### src/rtl/eth_phy_10g_tx_framer.sv
// 10GBASE-R TX 64b/66b block framer: idle insertion, header check, x^58+x^39+1 scrambling.
// Optional PRBS31 test-pattern source is enabled by defining TX_FRAMER_PRBS31_EN.
module eth_phy_10g_tx_framer #(
  parameter int DATA_WIDTH       = 64,
  parameter int HDR_WIDTH        = 2,
  parameter int INIT_IDLES       = 16,
  parameter bit SCRAMBLER_BYPASS = 1'b0
) (
  input  logic                  clk_tb,
  input  logic                  rx_rst_tb,
  input  logic [DATA_WIDTH-1:0] i_tx_data,
  input  logic [HDR_WIDTH-1:0]  i_tx_hdr,
  input  logic                  i_tx_valid,
  output logic                  o_tx_ready,
  input  logic                  i_serdes_tx_pause,
`ifdef TX_FRAMER_PRBS31_EN
  input  logic                  i_prbs31_enable,
`endif
  output logic [DATA_WIDTH-1:0] o_serdes_tx_data,
  output logic [HDR_WIDTH-1:0]  o_serdes_tx_hdr,
  output logic [15:0]           o_idle_count,
  output logic [15:0]           o_err_count
);

  // state   | meaning
  // ST_INIT | emitting the post-reset idle preamble, payload not accepted
  // ST_RUN  | one block per non-paused cycle: payload on transfer, else idle
  typedef enum logic [0:0] {ST_INIT, ST_RUN} state_t;

  localparam logic [63:0] IDLE_DATA = 64'h000000000000001E;
  localparam logic [63:0] ERR_DATA  = 64'h3C78F1E3C78F1E1E;
  localparam logic [1:0]  HDR_DATA  = 2'b01;
  localparam logic [1:0]  HDR_CTRL  = 2'b10;
  localparam logic [15:0] INIT_LAST = 16'(INIT_IDLES - 1);

  state_t                  r_state;
  logic [15:0]             r_init_cnt;
  logic [57:0]             r_scr;
  logic [DATA_WIDTH-1:0]   r_data;
  logic [HDR_WIDTH-1:0]    r_hdr;
  logic [15:0]             r_idle_cnt;
  logic [15:0]             r_err_cnt;

  logic                    w_xfer;
  logic                    w_hdr_bad;
  logic [1:0]              w_blk_hdr;
  logic [63:0]             w_blk_data;
  logic [63:0]             w_scr_data;
  logic [57:0]             w_scr_next;

  // Bit-serial scrambler unrolled across the block, LSB first.
  function automatic logic [121:0] scramble(input logic [63:0] d, input logic [57:0] s);
    logic [57:0] st;
    logic [63:0] o;
    st = s;
    o  = '0;
    for (int i = 0; i < 64; i++) begin
      o[i] = d[i] ^ st[38] ^ st[57];
      st   = {st[56:0], o[i]};
    end
    return {st, o};
  endfunction

`ifdef TX_FRAMER_PRBS31_EN
  logic [30:0] r_prbs;
  logic [30:0] w_prbs_next;
  logic [63:0] w_prbs_data;
  logic        w_prbs_active;

  function automatic logic [94:0] prbs64(input logic [30:0] p);
    logic [30:0] st;
    logic [63:0] o;
    logic        b;
    st = p;
    o  = '0;
    for (int i = 0; i < 64; i++) begin
      b    = st[30] ^ st[27];
      o[i] = b;
      st   = {st[29:0], b};
    end
    return {st, o};
  endfunction

  assign w_prbs_active              = (r_state == ST_RUN) & i_prbs31_enable;
  assign {w_prbs_next, w_prbs_data} = prbs64(r_prbs);
  assign o_tx_ready = (r_state == ST_RUN) & ~i_serdes_tx_pause & ~i_prbs31_enable;
`else
  assign o_tx_ready = (r_state == ST_RUN) & ~i_serdes_tx_pause;
`endif

  assign w_xfer    = i_tx_valid & o_tx_ready;
  assign w_hdr_bad = (i_tx_hdr != HDR_DATA) && (i_tx_hdr != HDR_CTRL);

  always_comb begin
    w_blk_hdr  = HDR_CTRL;
    w_blk_data = IDLE_DATA;
    if (w_xfer) begin
      if (w_hdr_bad) begin
        w_blk_data = ERR_DATA;
      end else begin
        w_blk_hdr  = i_tx_hdr;
        w_blk_data = i_tx_data;
      end
    end
  end

  assign {w_scr_next, w_scr_data} = scramble(w_blk_data, r_scr);

  always_ff @(posedge clk_tb or posedge rx_rst_tb) begin
    if (rx_rst_tb) begin
      r_state    <= ST_INIT;
      r_init_cnt <= '0;
      r_scr      <= '1;
      r_data     <= '0;
      r_hdr      <= '0;
      r_idle_cnt <= '0;
      r_err_cnt  <= '0;
`ifdef TX_FRAMER_PRBS31_EN
      r_prbs     <= '1;
`endif
    end else if (!i_serdes_tx_pause) begin
`ifdef TX_FRAMER_PRBS31_EN
      if (w_prbs_active) begin
        r_hdr  <= HDR_DATA;
        r_data <= w_prbs_data;
        r_prbs <= w_prbs_next;
      end else begin
`else
      begin
`endif
        r_hdr  <= w_blk_hdr;
        r_data <= SCRAMBLER_BYPASS ? w_blk_data : w_scr_data;
        r_scr  <= w_scr_next;
        case (r_state)
          ST_INIT: begin
            r_init_cnt <= r_init_cnt + 16'd1;
            if (r_init_cnt == INIT_LAST) r_state <= ST_RUN;
          end
          ST_RUN: begin
            if (!w_xfer && r_idle_cnt != 16'hFFFF) r_idle_cnt <= r_idle_cnt + 16'd1;
            if (w_xfer && w_hdr_bad && r_err_cnt != 16'hFFFF) r_err_cnt <= r_err_cnt + 16'd1;
          end
          default: r_state <= ST_INIT;
        endcase
      end
    end
  end

  assign o_serdes_tx_data = r_data;
  assign o_serdes_tx_hdr  = r_hdr;
  assign o_idle_count     = r_idle_cnt;
  assign o_err_count      = r_err_cnt;

endmodule

### config.mk
export PLATFORM = sky130hd
export DESIGN_NAME = eth_phy_10g_tx_framer
export DESIGN_NICKNAME = d
export VERILOG_FILES = /design/src/rtl/eth_phy_10g_tx_framer.sv
export SDC_FILE = /design/constraint.sdc
export NUM_CORES = 1
export LEC_CHECK = 0
export ABC_AREA = 1
export CORE_MARGIN = 10
export CORE_UTILIZATION = 50
export DETAILED_ROUTE_END_ITERATION = 10
export GPL_TIMING_DRIVEN = 0
export PLACE_DENSITY = 0.81
export SLEW_MARGIN = 25
export SYNTH_ARGS = -nofsm -noshare
export SYNTH_HDL_FRONTEND = slang
export SYNTH_SLANG_ARGS = --single-unit
### constraint.sdc
create_clock -name clk_tb -period 7.45 [get_ports clk_tb]
set_input_delay 1.1175 -clock clk_tb [delete_from_list [all_inputs] [get_ports clk_tb]]
set_output_delay 1.1175 -clock clk_tb [all_outputs]
set_load 0.01 [all_outputs]
; ---- Word level (Yosys, flattened, before mapping)
; Index checks and enable logic that the tools add are counted.
[classes]
n_mux = 6
multipliers = 0
shift = 0
reduce_logical = 8
addsub = 3
n_bitwise = 132
n_eq_ne = 5
n_div = 0
magnitude_cmp = 0
[op_table]
columns = op, count
row1 = 64-bit 2-to-1 mux, 2
row2 = 1-bit XOR, 128
row3 = 16-bit by 1-bit adder with 16-bit output (second input constant), 3
row4 = 16-bit inequality test (second input constant), 2
row5 = 16-bit by 4-bit == test with 1-bit output (second input constant), 1
row6 = 3-bit AND reduction, 2
row7 = 1-bit logical AND, 4
row8 = 2-bit 2-to-1 mux, 2
row9 = 1-bit bitwise AND, 2
row10 = 1-bit 2-to-1 mux, 2
row11 = 2-bit by 1-bit inequality test with 1-bit output (second input constant), 1
row12 = 2-bit inequality test (second input constant), 1
row13 = 1-bit NOT, 2
row14 = 2-bit AND reduction, 1
row15 = 1-bit logical NOT, 1
[word_totals]
rom_bits = 0
ff_bits = 173
mem_bits_rw = 0
word_cells = 161
out_inout_bits = 99
latch_bits = 0
memories = 0
input_bits = 70

; ---- Depth between registers and ports, before layout
; Gate-level depths: netlist of run 1.
[depth]
depth_word = 8
depth_mapped = 12
mapped_depth_nobuf = 11

; ---- Worst setup path after synthesis of run 1
; Ideal clock, no wire load.
[synth_path]
kind = input to output
start = input i_serdes_tx_pause
end = output o_tx_ready
t_required_ps = 6332
slack_ps = 4815
path_stages = 2
path_buffers = 1
arrival_ps = 1518
cell_sequence = buf_2 > nor2_2
[synth_between]
elab_chain_cells = 2
[synth_lines]
columns = element, line_no
row1 = "start, declared", 15  ; input logic i_serdes_tx_pause,
row2 = 1-bit NOT (no line), n/a
row3 = 1-bit bitwise AND, 88  ; assign o_tx_ready = (r_state == ST_RUN) & ~i_serdes_tx_pause;
row4 = "end, declared", 14  ; output logic o_tx_ready,
; No other way between the ends.

; ---- Final worst setup path of run 1
; Ends and elaborated chain as after synthesis.

==> run metrics, run 1 <==
crit share post-route 0.522; Worst EP required 6.33 ns; Post-synth EDFFs 0; CTS Sinks 173; Post-route DRC 0; Lkg Pwr 5.70 nW; Vias 8947; layout cells sized above 1 0.0908; CTS tree yes; register area share after synthesis 0.474; Clk Latency, worst-skew pair 0.44 ns; Ys Warns 0; total count of hold-check failures in the final report 0; Power Density 388 mW/mm^2; Hold Crit Start r_scr[51]$_DFFE_PP1N_; first-pass iteration count of the detailed router 6; total track usage 0.235; Hold Path End r_scr[51]$_DFFE_PP1N_; Die X-Extent 156 microns; Placed Instances 1628; CP max-delay cell clkdlybuf4s50_1; maxcap violations 0; antenna viol nets, final 0; Bufs and invs on worst path 3; Post-CTS Hold Fix Bufs 0; Reg2Reg Launch Point r_state$_DFFE_PP0N_; vias per inst 5.39; Critical Path End Type primary output; CP arrival 2.77 ns; unrepaired setup endpoints after global routing no; IO buf count 167; area of the die 0.0244 sq mm; Post-synth ARST share 1.00; Post-CTS Setup Bufs 0; Post-Syn Area 0.00928 sq mm; largest net degree at the start of global routing 98; r2r endpoint r_scr[35]$_DFFE_PP1N_; Placer Congestion 0.919; global route overflow 0; ranking of synthesized cells by area dfrtp_1 31%, nand2_1 21%, dfstp_2 16%, xor2_1 4.9%, nor2_1 4.8%; I/O Pins 169; worst hold-check path type reg -> reg; R2R cell count 8; vias in the first global route 8810; final count of negative-setup-slack endpoints 0; HPWL after detailed placement 21300 microns; top-count cell post-synth nand2_1; die height 156 microns; syn_nets 1306; Starting Density 0.513; status finished clean; first-pass GRT wire length 45400 microns; CP max FO 10; Layout Nets 1493; post-synth top area share 0.310; Finished Cell Area 0.0118 sq mm; Core ar. 0.0181 sq mm; total negative slack 0 ns; Antenna Cells 0; flops & latches, synth 173; initial antenna violation count 0; # H-tree levels 4; cts bufs inserted 17; Period minus WS final 3.89 ns; drt wl/cell 17.3 microns; Clock Pin Slew Worst Setup and Hold Paths 0.06 ns; Top FF cell, synth dfrtp_1; R2R Setup Slk 5.42 ns; root buffer cell clkbuf_16; fill cell count 1504; placed inst area 0.0113 sq mm; crit-path most repeated cell clkdlybuf4s50_1; Peak Freq 257 MHz; Hold Path Stages 2; Critical Path Source Type input pin; area grow syn2layout 27.5%; Netlist cell types 32; fin. max-slew vios 0; worst relative slew slack 0.487; clk_skew 0.0128 ns; critical-path cell list clkdlybuf4s50_1 > buf_2 > nor2_2 > clkdlybuf4s50_1; Total Wirelength 28700 microns; slew at the pin closest to its max-slew limit 0.770 ns; CP max stage delay 0.62 ns; Syn Inst Count 1231; VDD IR max 0.217 mV; Post-synth top cells 514 x nand2_1, 119 x nor2_1, 115 x dfrtp_1, 82 x nand3_1, 70 x inv_1; row count 49; post-synth top area cell dfrtp_1; starting DRC count in detailed routing 778; WS Path Type in -> out; Final Core Density 0.654; CP Depth 4; Finished Layout Cells 1660; CTS resizes 0; Syn Area/Cell 7.54 sq um; Crit path max-delay family buffers and inverters; Clock Path Buffers 2
## through the flow
| step | setup WS, ns | hold slack [ns] | total power [mW] |
|---|---|---|---|
| 2_1_floorplan | 1.74 | 0.455 | 2.85 |
| 3_3_place_gp | -0.666 | 0.463 | 3.63 |
| 3_5_place_dp | 3.54 | 0.465 | 3.69 |
| 4_1_cts | 3.54 | 0.477 | 4.58 |
| 5_1_grt | 3.51 | 0.492 | 4.89 |
| 6_report | 3.56 | 0.475 | 4.59 |
## cells by family after synthesis
| group | share of synthesized area |
|---|---|
| xor gates and xnor gates | 0.0878 |
| AOI/OAI and AO/OA | 0.0359 |
| buffers and inverters | 0.0494 |
| and+or+nand+nor | 0.346 |
| adders and majority gates | 0.00674 |
| DFF | 0.474 |
## cells in the final DEF (no fill, tap or decap), types with 2 or more instances in the layout
master           netlist  routed
nor3_1                10      10
inv_2                  3       3
nand2_1              514     514
or2_2                 13      13
nand3b_1              14      14
ha_1                   5       5
nand3_1               82      82
buf_1                  3       3
nor2_2                 2       2
clkinvlp_4             0       3
nor4_1                 2       2
nor2_4                 2       2
o21ai_0               36      36
xor2_1                52      52
clkbuf_1              22      23
dfstp_2               58      58
nand4_1               16      16
inv_6                  0       7
xnor2_1               41      41
clkbuf_16              0      17
o21ai_1               12      12
a21oi_1               15      15
inv_1                 70      69
clkdlybuf4s50_1        0     167
clkinv_2               0       2
clkinv_1               2       2
nor2_1               119     119
buf_2                 15      15
dfrtp_1              115     115
## worst max path at each step
| stage | startpoint | to | slack, ns |
|---|---|---|---|
| after floorplan | rx_rst_tb | o_err_count[0]$_DFFE_PP0P_ | 1.74 |
| after global placement | rx_rst_tb | o_serdes_tx_data[55]$_DFFE_PP0N_ | -0.67 |
| after detailed placement | i_serdes_tx_pause | o_tx_ready | 3.54 |
| after CTS | i_serdes_tx_pause | o_tx_ready | 3.54 |
| after global routing | i_serdes_tx_pause | o_tx_ready | 3.51 |
| final | i_serdes_tx_pause | o_tx_ready | 3.56 |
## flip-flops by register name, summed over array words and instances (netlist names)
| name | flops |
|---|---|
| o_err_count | 16 |
| o_idle_count | 16 |
| o_serdes_tx_data | 64 |
| o_serdes_tx_hdr | 2 |
| r_init_cnt | 16 |
| r_scr | 58 |
| r_state | 1 |
## power breakdown
| group | switching [mW] | leakage, nW | internal [mW] | total [mW] |
|---|---|---|---|---|
| registers | 0.335 | 2.04 | 1.43 | 1.76 |
| logic | 1.07 | 3.40 | 0.885 | 1.96 |
| clock network | 0.399 | 0.269 | 0.467 | 0.865 |
## worst register-to-register path: stages (launching register included)
cell	delay, ns
dfrtp_1	0.42
nand3_2	0.24
nor2_4	0.31
buf_2	0.35
nand2_1	0.09
inv_1	0.07
a21oi_1	0.05
o21ai_0	0.21
o21ai_0	0.19
## final cells by class
type                            count  area, sq um  share of cell area
Timing Repair Buffer              168         1700               0.144
Clock inverter                     14          133              0.0112
Clock buffer                       18          429              0.0363
Buffer                             41          176              0.0149
Multi-Input combinational cell    942         4420               0.373
Sequential cell                   173         4400               0.372
Inverter                           75          289              0.0244
Tap cell                          229          287              0.0242
## per-layer routing
metal | vias to the layer above | GRT usage | wire (microns)
met5 | - | 0 | 0
met3 | 75 | 0.0581 | 2890
met4 | 0 | 0.0948 | 758
li1 | 4226 | - | -
met2 | 463 | 0.375 | 13300
met1 | 4183 | 0.300 | 11700
No activity file was read; power rests on OpenSTA's default activity.
==> inputs of run 2 (changes only) <==
CORE_UTILIZATION = 48   (was 50)
clock period = 3.55 ns   (was 7.45 ns; I/O delays follow)
==> run 2 against run 1 <==
Sequential cell count did not move. Sequential share of layout area shrank 0.60 points. Cell count rose by 2.3%. Clock skew barely moved. Total power increased by 110%. Sequential power is 110% higher. Global-route usage down 0.98 points.
==> run metrics, run 2 (synthesized netlist as in run 1, its figures left out) <==
Total Power 9.79 mW (+110%); initial antenna violation count 2 (+2); worst relative slew slack 0.510 (+0.0233); cts bufs inserted 17 (unchanged); Lkg Pwr 5.77 nW (+1.2%); Core ar. 0.0188 sq mm (+4.1%); commonest non-fill, non-tap cell in the layout nand2_1; row count 50 (+2.0%); Total Wirelength 29200 microns (+2.0%); Finished Layout Cells 1698 (+2.3%); global route overflow 0 (unchanged); CP max FO 10 (unchanged); Worst EP required 3.02 ns (-3.31 ns); Post-route DRC 0 (unchanged); Clock Path Buffers 2 (unchanged); final count of negative-setup-slack endpoints 0 (unchanged); fill cell count 1598 (+6.3%); worst hold-check path type in -> async; layout cells sized above 1 0.0947 (+0.00386); fin. max-slew vios 0 (unchanged); Comb power frac 0.423 (-0.004); IO buf count 167 (unchanged); I/O Pins 169 (unchanged); total track usage 0.225 (-0.00981); Critical Path Source Type input pin; Die X-Extent 159 microns (+1.8%); CTS resizes 0 (unchanged); Peak Freq 373 MHz; clk_skew 0.0133 ns (+0.000487 ns); Sw Pwr 3.81 mW (+110%); total count of hold-check failures in the final report 0 (unchanged); CTS Sinks 173 (unchanged); Clk Latency, worst-skew pair 0.44 ns (about the same); CTS tree yes; Clock Pin Slew Worst Setup and Hold Paths 0.06 ns (about the same); Placer Congestion 0.899 (-2.1%); Post-CTS Hold Fix Bufs 0 (unchanged); root buffer cell clkbuf_16; Critical Path End Type primary output; Placed Instances 1664 (+2.2%); slew at the pin closest to its max-slew limit 0.735 ns (-0.0349 ns); Power Density 814 mW/mm^2 (+110%); sequential power share 0.377 (-0.007); die height 159 microns (+1.8%); area grow syn2layout 29.6%; maxcap violations 0 (unchanged); vias per inst 5.29 (-1.9%); Register Area 0.00440 sq mm (unchanged); largest net degree at the start of global routing 33 (-66%); crit share post-route 0.756; VDD IR max 0.507 mV (+130%); unrepaired setup endpoints after global routing no; area of the multi-input gates 0.00442 sq mm (unchanged); first-pass iteration count of the detailed router 6 (unchanged); status finished clean; drt wl/cell 17.2 microns (-0.30%); antenna viol nets, final 0 (unchanged); CP arrival 2.15 ns (-0.62 ns); sw frac 0.390 (-0.00440); Period minus WS final 2.68 ns; Post-CTS Setup Bufs 0 (unchanged); # H-tree levels 4 (unchanged); area of the die 0.0253 sq mm (+3.6%); Internal 5.98 mW (+120%); WS Path Type in -> out; starting DRC count in detailed routing 817 (+5.0%); HPWL after detailed placement 22200 microns (+4.3%); Vias 8978 (+0.35%); Clock Power Share 0.200 (+0.011); vias in the first global route 8643 (-1.9%); number of flip-flops in the largest register 64 (unchanged); Layout Nets 1498 (+0.33%); first-pass GRT wire length 45900 microns (+1.0%); Starting Density 0.493 (-0.0203); most frequent cells in the layout 514 x nand2_1, 167 x clkdlybuf4s50_1, 119 x nor2_1
run 2: critical path: stages:
cell	delay [ns]
clkdlybuf4s50_1	0.45
buf_2	0.24
nor2_2	0.32
clkdlybuf4s50_1	0.61
run 2: through the flow:
stage	hold WS (ns)	worst slack, ns	instance area (sq um)	util	setup TNS [ns]
after floorplan	0.455	0.854	9280	-	0
after global placement	0.462	-0.601	11300	0.599	-67.53
after detailed placement	0.465	0.511	11400	0.606	0
after CTS	0.432	0.846	12000	0.638	0
after global routing	0.464	0.742	12000	0.638	0
final	0.423	0.866	12000	0.639	0
run 2: layout make-up:
cell class | count | area share
clock buffer | 20 | 0.0388
antenna | 2 | 0.000416
timing repair buffer | 173 | 0.150
tap | 260 | 0.0270
inverter | 75 | 0.0237
clock inverter | 12 | 0.0123
buffer | 41 | 0.0147
multi-input combinational | 942 | 0.367
sequential | 173 | 0.366
run 2: path summary, 6_finish.rpt:
| kind | startpoint | end | slack, ns | depth (start not counted) |
|---|---|---|---|---|
| worst max-delay path | i_serdes_tx_pause | o_tx_ready | 0.87 | 4 |
| worst min-delay path | rx_rst_tb | o_err_count[1]$_DFFE_PP0P_ | 0.42 | 2 |
| worst max register to register | r_state$_DFFE_PP0N_ | r_scr[36]$_DFFE_PP1N_ | 1.39 | 8 |
| worst min register to register | r_scr[50]$_DFFE_PP1N_ | r_scr[50]$_DFFE_PP1N_ | 0.48 | 2 |
| max in group asynchronous | rx_rst_tb | r_scr[41]$_DFFE_PP1N_ | 2.18 | 5 |
| min in group clk_tb | r_scr[50]$_DFFE_PP1N_ | r_scr[50]$_DFFE_PP1N_ | 0.48 | 2 |
run 2: power by group through the flow:
stage,Combinational [mW],Clock (mW),Sequential (mW)
finish,4.14,1.96,3.69
global route,4.59,2.07,3.78
CTS,4.14,1.97,3.67
detailed placement,4.10,0,3.68
global placement,3.97,0,3.66
floorplan,2.25,0,3.74
run 2: metal layers:
layer	up-vias	part of all wire	global-route usage
met5	-	0	0
met4	0	0.029	0.0771
met3	79	0.093	0.0602
met2	435	0.48	0.368
met1	4215	0.40	0.282
li1	4249	-	-
